[src/rtl/result_sel_arbiter_if.sv]
// Bus bundle between the result-select arbiter and its environment:
// the four request/ack lines, the mux data coming back, and the
// captured result and overflow statistics going out.
interface result_sel_arbiter_if #(
  parameter int WIDTH = 16
);
  logic [3:0]       req;      // level request, bit i owns mux input y(i+1)
  logic             ovf_clr;  // synchronous clear of the overflow counter
  logic [WIDTH-1:0] mux_out;  // data returned by the 4:1 result mux
  logic             mux_ovf;  // overflow bit returned by the mux
  logic [1:0]       sel;      // mux select (binary index of the grant)
  logic [3:0]       ack;      // one-hot completion pulse
  logic [WIDTH-1:0] result;   // captured result of the last transaction
  logic             ovf_out;  // captured overflow of the last transaction
  logic             busy;     // arbiter is not idle
  logic [7:0]       ovf_cnt;  // saturating count of overflowed captures

  // Arbiter side.
  modport slave (
    input  req, ovf_clr, mux_out, mux_ovf,
    output sel, ack, result, ovf_out, busy, ovf_cnt
  );

  // Requester / datapath side.
  modport master (
    output req, ovf_clr, mux_out, mux_ovf,
    input  sel, ack, result, ovf_out, busy, ovf_cnt
  );
endinterface

[src/rtl/result_sel_arbiter.sv]
// Round-robin arbiter and sequencer for the 4:1 result mux of the
// calculator datapath. A granted requester gets the mux select, the
// arbiter waits SETTLE cycles for the mux output to settle, captures
// result and overflow, and pulses a one-hot ack back to the winner.
// A saturating counter tracks how many captured results overflowed.
module result_sel_arbiter #(
  parameter int WIDTH  = 16,
  parameter int SETTLE = 1
) (
  input  logic                 clk,
  input  logic                 reset,
  result_sel_arbiter_if.slave  bus
);

  // A programmed settle of 0 is treated as 1; the counter is 4 bits wide.
  localparam logic [3:0] SETTLE_EFF = (SETTLE < 1)  ? 4'd1  :
                                      (SETTLE > 15) ? 4'd15 :
                                      4'(SETTLE);

  typedef enum logic [1:0] {
    ST_IDLE = 2'd0,
    ST_WAIT = 2'd1,
    ST_ACK  = 2'd2
  } state_t;

  state_t           r_state;
  state_t           w_state_next;

  logic [1:0]       r_sel;         // current mux select, also the winner
  logic [1:0]       r_last_grant;  // most recently completed requester
  logic [3:0]       r_cnt;         // settle countdown
  logic [3:0]       r_ack;
  logic [WIDTH-1:0] r_result;
  logic             r_ovf_out;
  logic             r_busy;
  logic [7:0]       r_ovf_cnt;

  logic             w_req_any;
  logic             w_found;
  logic [1:0]       w_winner;
  logic             w_grant;       // IDLE -> WAIT on this edge
  logic             w_capture;     // WAIT -> ACK on this edge

  // Round-robin pick: scan upward from the requester after the last
  // grant, wrapping, so the last winner has the lowest priority.
  always_comb begin
    // NOTE: every combinational output gets a default before any branch,
    // otherwise paths that skip an assignment infer a latch.
    w_req_any = |bus.req;
    w_found   = 1'b0;
    w_winner  = r_last_grant + 2'd1;
    for (int i = 1; i <= 4; i++) begin
      if (!w_found && bus.req[2'(r_last_grant + 2'(i))]) begin
        w_found  = 1'b1;
        w_winner = 2'(r_last_grant + 2'(i));
      end
    end
  end

  // FSM next-state and transition strobes.
  always_comb begin
    w_state_next = r_state;
    w_grant      = 1'b0;
    w_capture    = 1'b0;
    unique case (r_state)
      ST_IDLE: begin
        if (w_req_any) begin
          w_state_next = ST_WAIT;
          w_grant      = 1'b1;
        end
      end
      ST_WAIT: begin
        // Capture when the countdown reaches 1; the <= also guards an
        // out-of-range 0 so the FSM can never stall in WAIT.
        if (r_cnt <= 4'd1) begin
          w_state_next = ST_ACK;
          w_capture    = 1'b1;
        end
      end
      ST_ACK: begin
        // Requests are not sampled here; arbitration resumes in IDLE.
        w_state_next = ST_IDLE;
      end
      default: begin
        w_state_next = ST_IDLE;
      end
    endcase
  end

  // FSM state register.
  always_ff @(posedge clk) begin
    // NOTE: sequential state uses non-blocking assignments so every
    // register samples pre-edge values, independent of statement order.
    if (reset) begin
      r_state <= ST_IDLE;
    end else begin
      r_state <= w_state_next;
    end
  end

  // Grant bookkeeping: select, settle countdown and round-robin pointer.
  always_ff @(posedge clk) begin
    if (reset) begin
      r_sel        <= 2'd0;
      r_cnt        <= 4'd0;
      r_last_grant <= 2'd3;  // req[0] wins first after reset
    end else begin
      if (w_grant) begin
        r_sel <= w_winner;
        r_cnt <= SETTLE_EFF;
      end else if (r_state == ST_WAIT && !w_capture) begin
        r_cnt <= r_cnt - 4'd1;
      end
      if (w_capture) begin
        r_last_grant <= r_sel;
      end
    end
  end

  // Result capture, ack pulse and busy flag.
  always_ff @(posedge clk) begin
    if (reset) begin
      r_result  <= '0;
      r_ovf_out <= 1'b0;
      r_ack     <= 4'b0000;
      r_busy    <= 1'b0;
    end else begin
      // ACK lasts one cycle, so the pulse is simply the capture strobe
      // delayed into the register.
      r_ack  <= w_capture ? (4'b0001 << r_sel) : 4'b0000;
      r_busy <= (w_state_next != ST_IDLE);
      if (w_capture) begin
        r_result  <= bus.mux_out;
        r_ovf_out <= bus.mux_ovf;
      end
    end
  end

  // Saturating overflow counter; a clear wins over a same-edge increment.
  always_ff @(posedge clk) begin
    if (reset) begin
      r_ovf_cnt <= 8'd0;
    end else if (bus.ovf_clr) begin
      r_ovf_cnt <= 8'd0;
    end else if (w_capture && bus.mux_ovf && r_ovf_cnt != 8'hFF) begin
      r_ovf_cnt <= r_ovf_cnt + 8'd1;
    end
  end

  assign bus.sel     = r_sel;
  assign bus.ack     = r_ack;
  assign bus.result  = r_result;
  assign bus.ovf_out = r_ovf_out;
  assign bus.busy    = r_busy;
  assign bus.ovf_cnt = r_ovf_cnt;

endmodule
[src/flat_wrapper.sv]
// flat-port wrapper written by rule: the top's interface ports become plain ports
module result_sel_arbiter_flat 
#(
  parameter int WIDTH  = 16,
  parameter int SETTLE = 1
)
  (clk, reset, bus_req, bus_ovf_clr, bus_mux_out, bus_mux_ovf, bus_sel, bus_ack, bus_result, bus_ovf_out, bus_busy, bus_ovf_cnt);
  result_sel_arbiter_if #(.WIDTH(WIDTH)) bus_i ();
  input  logic clk;
  input  logic reset;
  input wire logic [$bits(bus_i.req)-1:0] bus_req;
  input wire logic [$bits(bus_i.ovf_clr)-1:0] bus_ovf_clr;
  input wire logic [$bits(bus_i.mux_out)-1:0] bus_mux_out;
  input wire logic [$bits(bus_i.mux_ovf)-1:0] bus_mux_ovf;
  output wire logic [$bits(bus_i.sel)-1:0] bus_sel;
  output wire logic [$bits(bus_i.ack)-1:0] bus_ack;
  output wire logic [$bits(bus_i.result)-1:0] bus_result;
  output wire logic [$bits(bus_i.ovf_out)-1:0] bus_ovf_out;
  output wire logic [$bits(bus_i.busy)-1:0] bus_busy;
  output wire logic [$bits(bus_i.ovf_cnt)-1:0] bus_ovf_cnt;
  assign bus_i.req = bus_req;
  assign bus_i.ovf_clr = bus_ovf_clr;
  assign bus_i.mux_out = bus_mux_out;
  assign bus_i.mux_ovf = bus_mux_ovf;
  assign bus_sel = bus_i.sel;
  assign bus_ack = bus_i.ack;
  assign bus_result = bus_i.result;
  assign bus_ovf_out = bus_i.ovf_out;
  assign bus_busy = bus_i.busy;
  assign bus_ovf_cnt = bus_i.ovf_cnt;
  result_sel_arbiter #(.WIDTH(WIDTH), .SETTLE(SETTLE)) u_core (.clk(clk), .reset(reset), .bus(bus_i));
endmodule
[config.mk]
export PLATFORM = sky130hd
export DESIGN_NAME = result_sel_arbiter_flat
export DESIGN_NICKNAME = d
export VERILOG_FILES = /design/src/rtl/result_sel_arbiter_if.sv /design/src/rtl/result_sel_arbiter.sv /design/src/flat_wrapper.sv
export SDC_FILE = /design/constraint.sdc
export NUM_CORES = 1
export LEC_CHECK = 0
export CAP_MARGIN = 20
export CORE_MARGIN = 10
export CORE_UTILIZATION = 40
export DETAILED_ROUTE_END_ITERATION = 6
export HOLD_SLACK_MARGIN = 0.03
export PLACE_DENSITY_LB_ADDON = 0.3
export SLEW_MARGIN = 20
export SYNTH_ARGS = -nofsm -noshare
export SYNTH_HDL_FRONTEND = slang
export SYNTH_SLANG_ARGS = --single-unit
[constraint.sdc]
create_clock -name clk -period 2 [get_ports clk]
set_input_delay 0.4 -clock clk [delete_from_list [all_inputs] [get_ports clk]]
set_output_delay 0.4 -clock clk [all_outputs]
set_load 0.01 [all_outputs]
==> metrics, run 1 <==
gr busiest metal=met2; Final setup viols=0; CTS tree=done; GR Util met3=8.413%; Routed Antenna Nets=0; TritonCTS Buffers=5; WHS=0.4538 ns; critical path fanouts, max=7; Synth Register Bits=40; top cells by area, synth=dfxtp_1 (47%), nand2_1 (8.1%), a21oi_1 (7.9%); CTS Root Cell=clkbuf_8; drt drc=0; met1 GRT Util=14.99%; Final Max Slew Viols=0; number of diodes=0; hold crit path type=reg2reg; FMAX=572.1 MHz; H-tree levels=2; CP max-delay cell=clkdlybuf4s50_1; layout cell share with drive strength beyond 1=7.308%; r2r setup slk=0.26 ns; depth of the worst register-to-register path=6; I/O Buffers=55; Max clock buf depth=2; crit share post-route=87.40%; Avg WL per Cell=14.59 microns; sequential-to-total area share from yosys stat=46.68%; final core utilization=59.43%; skew final=0.003754 ns; DIE AREA=0.007308 sq mm; Total Routing Usage GR=12.92%; asr flop ratio synth=0%; Area growth syn-to-layout=41.58%; Clock transition at path regs=0.07 ns; Worst path max stage delay=0.60 ns; kind of cell adding the most delay to the critical path=buffers and inverters; leakage power=0.8802 nW; worst reg2reg endpoint=u_core.bus.ovf_cnt[7]; minimum clock period=1.748 ns; post_cts resized=0; Slew headroom=60.66%; Synthesized Nets=228; Cell Rows=23; vias post-DR=1,625; vias per cell=5.242; Mapped Cells=201; clk sinks=40; initial DRC count=71; RSZ-0062 raised after global routing=no; Startpoint Class=flop; hold path depth=2; status=completed; synth warn=0; final hold violation count=0; post-CTS setup repair buffer count=0; met2 Track Usage GR=19.07%; Routed WL=4.524 mm; IO Pins=56; Buf/Inv on CP=1; initial antenna violation count=0; post-route cell area=0.002429 sq mm; CTS Hold Bufs=0; DPL Wire Length=3.349 mm; Setup CP Type=reg2out; Worst VDD drop=485.4 uV; Yosys top cell by area=dfxtp_1; worst-path cell chain=clkdlybuf4s50_1; reg2reg start=u_core.r_cnt[0]; core area=0.004086 sq mm; die height=85.49 microns; Least-Margin Pin Slew=0.5879 ns; RePlAce Congestion=0.8071; Detailed Routing Iterations Pass 1=4; CP arrival=1.35 ns; library cells used by synthesis=41; Final #Nets=286; Initial Utilization=41.98%; start point of the worst hold path=u_core.bus.result[7]; vias in the first global route=1,601; synthesized area per cell=8.534 sq um; placed standard-cell area=0.002336 sq mm; Fill cells=381; Die Wd=85.49 microns; CP endpoint kind=primary output; # Max-Cap Violations=0; largest net degree at the start of global routing=34; Hold Path End=u_core.bus.result[7]; ys flop type=dfxtp_1; Netlist Area Pre-Place=0.001715 sq mm; clk_lat worst skew=0.29 ns; Post-synth EDFFs=0; Worst EP required=1.60 ns; setup_tns=0 ns; pwr dens=804.0 mW/mm^2; grt total ovfl=0; post-synth top area share=46.68%; first-pass GRT wire length=7.776 mm
==> cell usage in the layout (no fill, tap or decap), drive strengths merged <==
master	instances
clkdlybuf4s50	55
dfxtp	40
nand2	37
a21oi	28
nor2	12
buf	8
clkbuf	8
inv	7
and3	4
or4	4
nand3	4
nor2b	3
a211oi	3
nand2b	3
a211o	3
o221ai	3
o31ai	3
o41ai	3
ha	3
o21ai	2
or3	2
nor4b	2
nor4	2
and4	2
nor3	2
xnor2	2
o22ai	2
nand3b	2
or2	2
and3b	1
nand4	1
xor2	1
a2111oi	1
a311oi	1
and2	1
and4b	1
o311a	1
o311ai	1
==> layer usage <==
layer / wire (microns) / share of wire, % / vias to the layer above
li1: - / - / 828
met1: 1963 / 43 / 743
met2: 2032 / 45 / 52
met3: 512 / 11 / 2
met4: 15 / 0.33 / 0
met5: 0 / 0 / -
==> cells by family (layout without fill, tap and decap cells) <==
family | count (synthesis) | in the layout | synth area share, %
xor gates and xnor gates | 3 | 3 | 1.532
and+or+nand+nor | 85 | 85 | 25.53
DFF | 40 | 40 | 46.68
AOI/OAI and AO/OA | 51 | 51 | 19.48
buffers and inverters | 19 | 78 | 4.595
adders and majority gates | 3 | 3 | 2.188
==> synth_stat cells (4+ instances only) <==
library cell,n
nor2_1,11
a21oi_1,27
buf_2,6
inv_1,7
or4_1,4
nand2_1,37
and3_1,4
clkbuf_1,6
dfxtp_1,40
==> sequential cells by signal, summed over array words and instances, names as in the netlist <==
| register | flops |
|---|---|
| u_core.bus.ack | 4 |
| u_core.bus.ovf_cnt | 8 |
| u_core.bus.result | 16 |
| u_core.r_state | 2 |
| u_core.r_last_grant | 2 |
| u_core.bus.busy | 1 |
| u_core.bus.ovf_out | 1 |
| u_core.r_cnt | 4 |
| u_core.bus.sel | 2 |
==> per-stage QoR <==
stage	worst slack, ns	instances	power, mW
2_1_floorplan	0.3057	201	1.192
3_3_place_gp	0.01299	302	1.414
3_5_place_dp	-0.004551	302	1.420
4_1_cts	0.1172	310	1.968
5_1_grt	0.09987	310	2.087
6_report	0.2520	310	1.952
==> power by group <==
group / switching, mW / internal, mW / total, mW
combinational: 0.234 / 0.247 / 0.481
clock: 0.267 / 0.281 / 0.548
sequential: 0.0575 / 0.866 / 0.923
total: 0.558 / 1.39 / 1.95
==> worst min-delay path: stages, from the launching register on <==
cell	delay, ns
dfxtp_1	0.31
nand2_1	0.05
a21oi_1	0.05
==> final cells by class <==
class / count / area, sq um / area share (%)
multi-input combinational: 142 / 838.3 / 34.52
sequential: 40 / 800.8 / 32.97
timing repair buffer: 63 / 610.6 / 25.14
clock buffer: 8 / 90.09 / 3.709
tap: 50 / 62.56 / 2.576
inverter: 7 / 26.28 / 1.082
==> worst max-delay path by stage <==
stage,from,cells after the start,slack [ns],to
after floorplan,u_core.r_cnt[0],7,0.31,u_core.r_last_grant[0]
after global placement,bus_mux_ovf,5,0.01,u_core.bus.ovf_cnt[7]
after detailed placement,bus_mux_ovf,5,-0.005,u_core.bus.ovf_cnt[3]
after CTS,u_core.r_cnt[0],6,0.12,u_core.bus.ovf_cnt[7]
after global routing,u_core.r_cnt[0],6,0.1,u_core.bus.ovf_cnt[3]
final,u_core.bus.sel[1],1,0.25,bus_sel[1]
(Power assumes the default switching activity.)
==> run 2, diff against run 1 <==
- CAP_MARGIN: 20 -> unset
- DONT_BUFFER_PORTS: unset -> 1
- SLEW_MARGIN: 20 -> unset
==> run 2 against run 1 <==
Net effect:
- combinational power is 42% lower
- register-to-register slack worse by 0.03 ns
- wire length is 12% lower
- largest power group unchanged
- critical endpoint is now u_core.bus.ovf_cnt[3]
- non-clock buffer count is 59 lower
- clock skew hardly changed
- global-route usage is 2.1 points lower
- hold slack worse by 0.27 ns
- critical path type is now reg2reg
- highest routed layer unchanged
- cell count is 19% lower
- sequential share of layout area is 9.8 points higher
- fmax is 1.4% lower
- clock power is 16% higher
==> metrics, run 2 (synthesis results as in run 1) <==
Least-Margin Pin Slew=0.5452 ns; Place WS=0.1691 ns; initial antenna violation count=0; CTS Hold Bufs=0; status=completed; layout cell share with drive strength beyond 1=7.463%; commonest non-fill, non-tap cells in the layout=dfxtp_1 (40), nand2_1 (37), a21oi_1 (27), nor2_1 (11), inv_1 (7); FMAX=563.9 MHz; core area=0.004086 sq mm; Slew headroom=63.52%; vias in the first global route=1,335; Worst path max stage delay=0.53 ns; CP endpoint kind=flop; # Max-Cap Violations=0; Cell Rows=23; RSZ-0062 raised after global routing=no; critical path fanouts, max=14; IO Pins=56; Startpoint Class=flop; TritonCTS Buffers=5; fin worst setup slack=0.2267 ns; Routed WL=3.970 mm; first-pass GRT wire length=6.589 mm; worst-path cell chain=inv_1 > ha_1 > or2_1 > nand3_4 > or4_1 > a21oi_1; Avg WL per Cell=15.82 microns; Worst VDD drop=419.9 uV; clk sinks=40; max reg flops=16; Die Wd=85.49 microns; skew final=0.003683 ns; Routed Antenna Nets=0; Initial Utilization=41.98%; die height=85.49 microns; CTS tree=done; grt total ovfl=0; hold crit path type=in2reg; CP max-delay cell=or4_1; Worst EP required=2.22 ns; clk_lat worst skew=0.29 ns; Max clock buf depth=2; minimum clock period=1.773 ns; Total Routing Usage GR=10.87%; DPL Wire Length=2.938 mm; CP arrival=1.99 ns; drt drc=0; vias post-DR=1,398; RePlAce Congestion=0.7468; final hold violation count=0; Setup CP Type=reg2reg; Final #Nets=227; post_cts resized=0; initial DRC count=81; leakage power=0.6691 nW; Clock transition at path regs=0.07 ns; Area growth syn-to-layout=9.044%; H-tree levels=2; Detailed Routing Iterations Pass 1=6; number of diodes=0; CTS Root Cell=clkbuf_8; Final setup viols=0; commonest non-fill, non-tap cell in the layout=dfxtp_1; I/O Buffers=0; setup_tns=0 ns; largest net degree at the start of global routing=35; Final Max Slew Viols=0; vias per cell=5.570; crit share post-route=88.66%; pwr dens=1003 mW/mm^2; DIE AREA=0.007308 sq mm; post-CTS setup repair buffer count=0
[run 2: cell count changes in the layout (fill, tap and decap cells not counted), sizes merged]
cell	previous run	this run
clkinv	0	1
buf	8	4
bufinv	0	1
clkdlybuf4s50	55	0
clkbuf	8	6
[run 2: routing by layer]
layer  global-route usage (%)  share of wire (%)  wire (microns)
met2                    14.65                 41            1620
met1                    13.07                 45            1782
met5                        0                  0               0
met3                    7.266                 13             506
met4                    4.491                1.5              61
[run 2: per-stage QoR]
stage | hold WS, ns | power [mW] | util (%) | instances | instance area (sq um)
global placement | 0.4766 | 1.257 | 42.96 | 243 | 1755
global route | 0.1576 | 1.986 | 45.77 | 251 | 1871
floorplan | 0.4805 | 1.192 | - | 201 | 1715
finish | 0.1798 | 1.877 | 45.77 | 251 | 1871
detailed placement | 0.4812 | 1.262 | 42.96 | 243 | 1755
CTS | 0.1662 | 1.901 | 45.59 | 251 | 1863
[run 2: worst paths after layout]
path,start,endpoint,slack (ns),cells past startpoint
max,u_core.r_cnt[0],u_core.bus.ovf_cnt[3],0.23,6
min,reset,u_core.bus.result[3],0.18,1
max reg2reg,u_core.r_cnt[0],u_core.bus.ovf_cnt[3],0.23,6
min reg2reg,u_core.bus.result[1],u_core.bus.result[1],0.50,2
[run 2: worst max-delay path: cells and delay by family (launching register included)]
| family | cells | cell delay (ns) |
|---|---|---|
| buffers and inverters | 1 | 0.07 |
| AND/OR/NAND/NOR | 3 | 0.99 |
| adder cells (fa/ha/maj) | 1 | 0.15 |
| flip-flops | 1 | 0.35 |
| AO/OA/AOI/OAI | 1 | 0.15 |
[run 2: cell type report]
class,instances,area [sq um]
Fill cell,405,2216
Multi-Input combinational cell,142,843.3
Sequential cell,40,800.8
Clock buffer,6,72.57
Tap cell,50,62.56
Clock inverter,2,35.03
Timing Repair Buffer,4,30.03
Inverter,7,26.28
[run 2: where the power goes]
group          switching [mW]  internal (mW)
combinational           0.161          0.121
sequential             0.0940          0.866
clock                   0.265          0.370
==> run 3, diff against run 2 <==
- CORE_ASPECT_RATIO: unset -> 0.9
==> run 3 against run 2 <==
Net effect:
- die area about the same
- global-route usage down 0.15 points
- sequential share of layout area decreased by 0.31 points
- critical path depth stayed put
- highest routed layer unchanged
- register-to-register slack worse by 0.03 ns
- clock-buffer cell count is 1 lower
==> metrics, run 3 (synthesis results as in run 1) <==
status=completed; clock power share=35.2%; final core utilization=45.94%; # Max-Cap Violations=0; crit share post-route=90.13%; RePlAce Congestion=0.7685; critical path fanouts, max=14; Least-Margin Pin Slew=0.5706 ns; CTS tree=done; footprint of the multi-input gates=844.6 sq um; I/O Buffers=0; fin worst setup slack=0.1975 ns; CP endpoint kind=flop; Final setup viols=0; vias in the first global route=1,213; Routed Antenna Nets=0; max reg flops=16; DIE AREA=0.007312 sq mm; vias post-DR=1,373; Startpoint Class=flop; commonest non-fill, non-tap cell in the layout=dfxtp_1; Clock transition at path regs=0.08 ns; setup_tns=0 ns; Final #Nets=228; area taken by flip-flops and latches=800.8 sq um; IO Pins=56; Initial Utilization=41.82%; hold crit path type=in2reg; Slew headroom=61.82%; Comb pwr share=15.1%; final hold violation count=0; Area growth syn-to-layout=9.847%; Final Max Slew Viols=0; RSZ-0062 raised after global routing=no; layout cell share with drive strength beyond 1=8.911%; post-CTS setup repair buffer count=0; Avg WL per Cell=16.56 microns; largest net degree at the start of global routing=35; Total Routing Usage GR=10.71%; leakage power=0.6736 nW; CTS Hold Bufs=0; Setup CP Type=reg2reg; skew final=0.006036 ns; Detailed Routing Iterations Pass 1=4; minimum clock period=1.803 ns; Routed WL=4.140 mm; clk_lat worst skew=0.30 ns; depth of the worst register-to-register path=6; Max clock buf depth=2; number of diodes=0; hold path depth=1; pwr dens=1023 mW/mm^2; drt drc=0; Cell Rows=22; sw frac=29.05%; FMAX=554.8 MHz; CP arrival=2.03 ns; initial antenna violation count=0; grt total ovfl=0; Worst VDD drop=418.0 uV; Int Pwr=1.368 mW; first-pass GRT wire length=6.078 mm; Worst EP required=2.22 ns; Fill cells=406; core area=0.004101 sq mm; CTS Root Cell=clkbuf_8; vias per cell=5.492; NetSw=560.1 uW; initial DRC count=43; Place WS=0.1524 ns; post_cts resized=0; Seq pwr share=49.7%; clk sinks=40; Die Wd=89.03 microns; die height=82.13 microns; DPL Wire Length=2.985 mm; H-tree levels=2; TritonCTS Buffers=5; commonest non-fill, non-tap cells in the layout=dfxtp_1 (40), nand2_1 (37), a21oi_1 (27), nor2_1 (11), inv_1 (7)
==> run 3: cell types whose count changed in the layout (fill, tap and decap cells not counted), sizes merged <==
cell	previous run	this run
inv	7	8
clkbuf	6	5
clkinvlp	0	1
buf	4	5
clkinv	1	0
==> run 3: critical path, cell delays in order, from the launching register on <==
cell and delay [ns]:
dfxtp_1 0.34, inv_1 0.06, ha_1 0.14, or2_1 0.28, nand3_4 0.19, or4_1 0.54
a21oi_1 0.17
==> run 3: worst paths after layout <==
kind / from / to / slack (ns)
min: reset / u_core.bus.ovf_out / 0.16
max reg2reg: u_core.r_cnt[0] / u_core.bus.ovf_cnt[7] / 0.20
min reg2reg: u_core.bus.result[2] / u_core.bus.result[2] / 0.50
max: u_core.r_cnt[0] / u_core.bus.ovf_cnt[7] / 0.20
==> run 3: final cells by class <==
type,instances,share of cell area (%)
Clock buffer,5,3.652
Clock inverter,3,2.457
Inverter,7,1.394
Multi-Input combinational cell,142,44.82
Sequential cell,40,42.50
Tap cell,48,3.187
Timing Repair Buffer,5,1.992
==> run 3: metal layers <==
layer | track usage [%] | up-vias | wire length (microns)
met2 | 16.29 | 40 | 1858
met1 | 12.10 | 614 | 1756
met3 | 6.067 | 7 | 465
li1 | - | 712 | -
met5 | 0 | - | 0
met4 | 4.762 | 0 | 61
==> run 3: metrics by stage <==
stage          cells  cell area (sq um)  power, mW  hold slack (ns)
6_report         250               1884      1.928           0.1639
5_1_grt          250               1884      2.040           0.1416
4_1_cts          250               1876      1.947           0.1528
3_5_place_dp     242               1760      1.266           0.4753
3_3_place_gp     242               1760      1.264           0.4743
2_1_floorplan    201               1715      1.192           0.4805
==> run 3: power groups by stage <==
stage | clock, mW | sequential [mW] | combinational [mW]
after floorplan | 0 | 0.955 | 0.238
after global placement | 0 | 0.980 | 0.284
after detailed placement | 0 | 0.981 | 0.285
after CTS | 0.698 | 0.961 | 0.287
after global routing | 0.739 | 0.970 | 0.331
final | 0.678 | 0.958 | 0.292
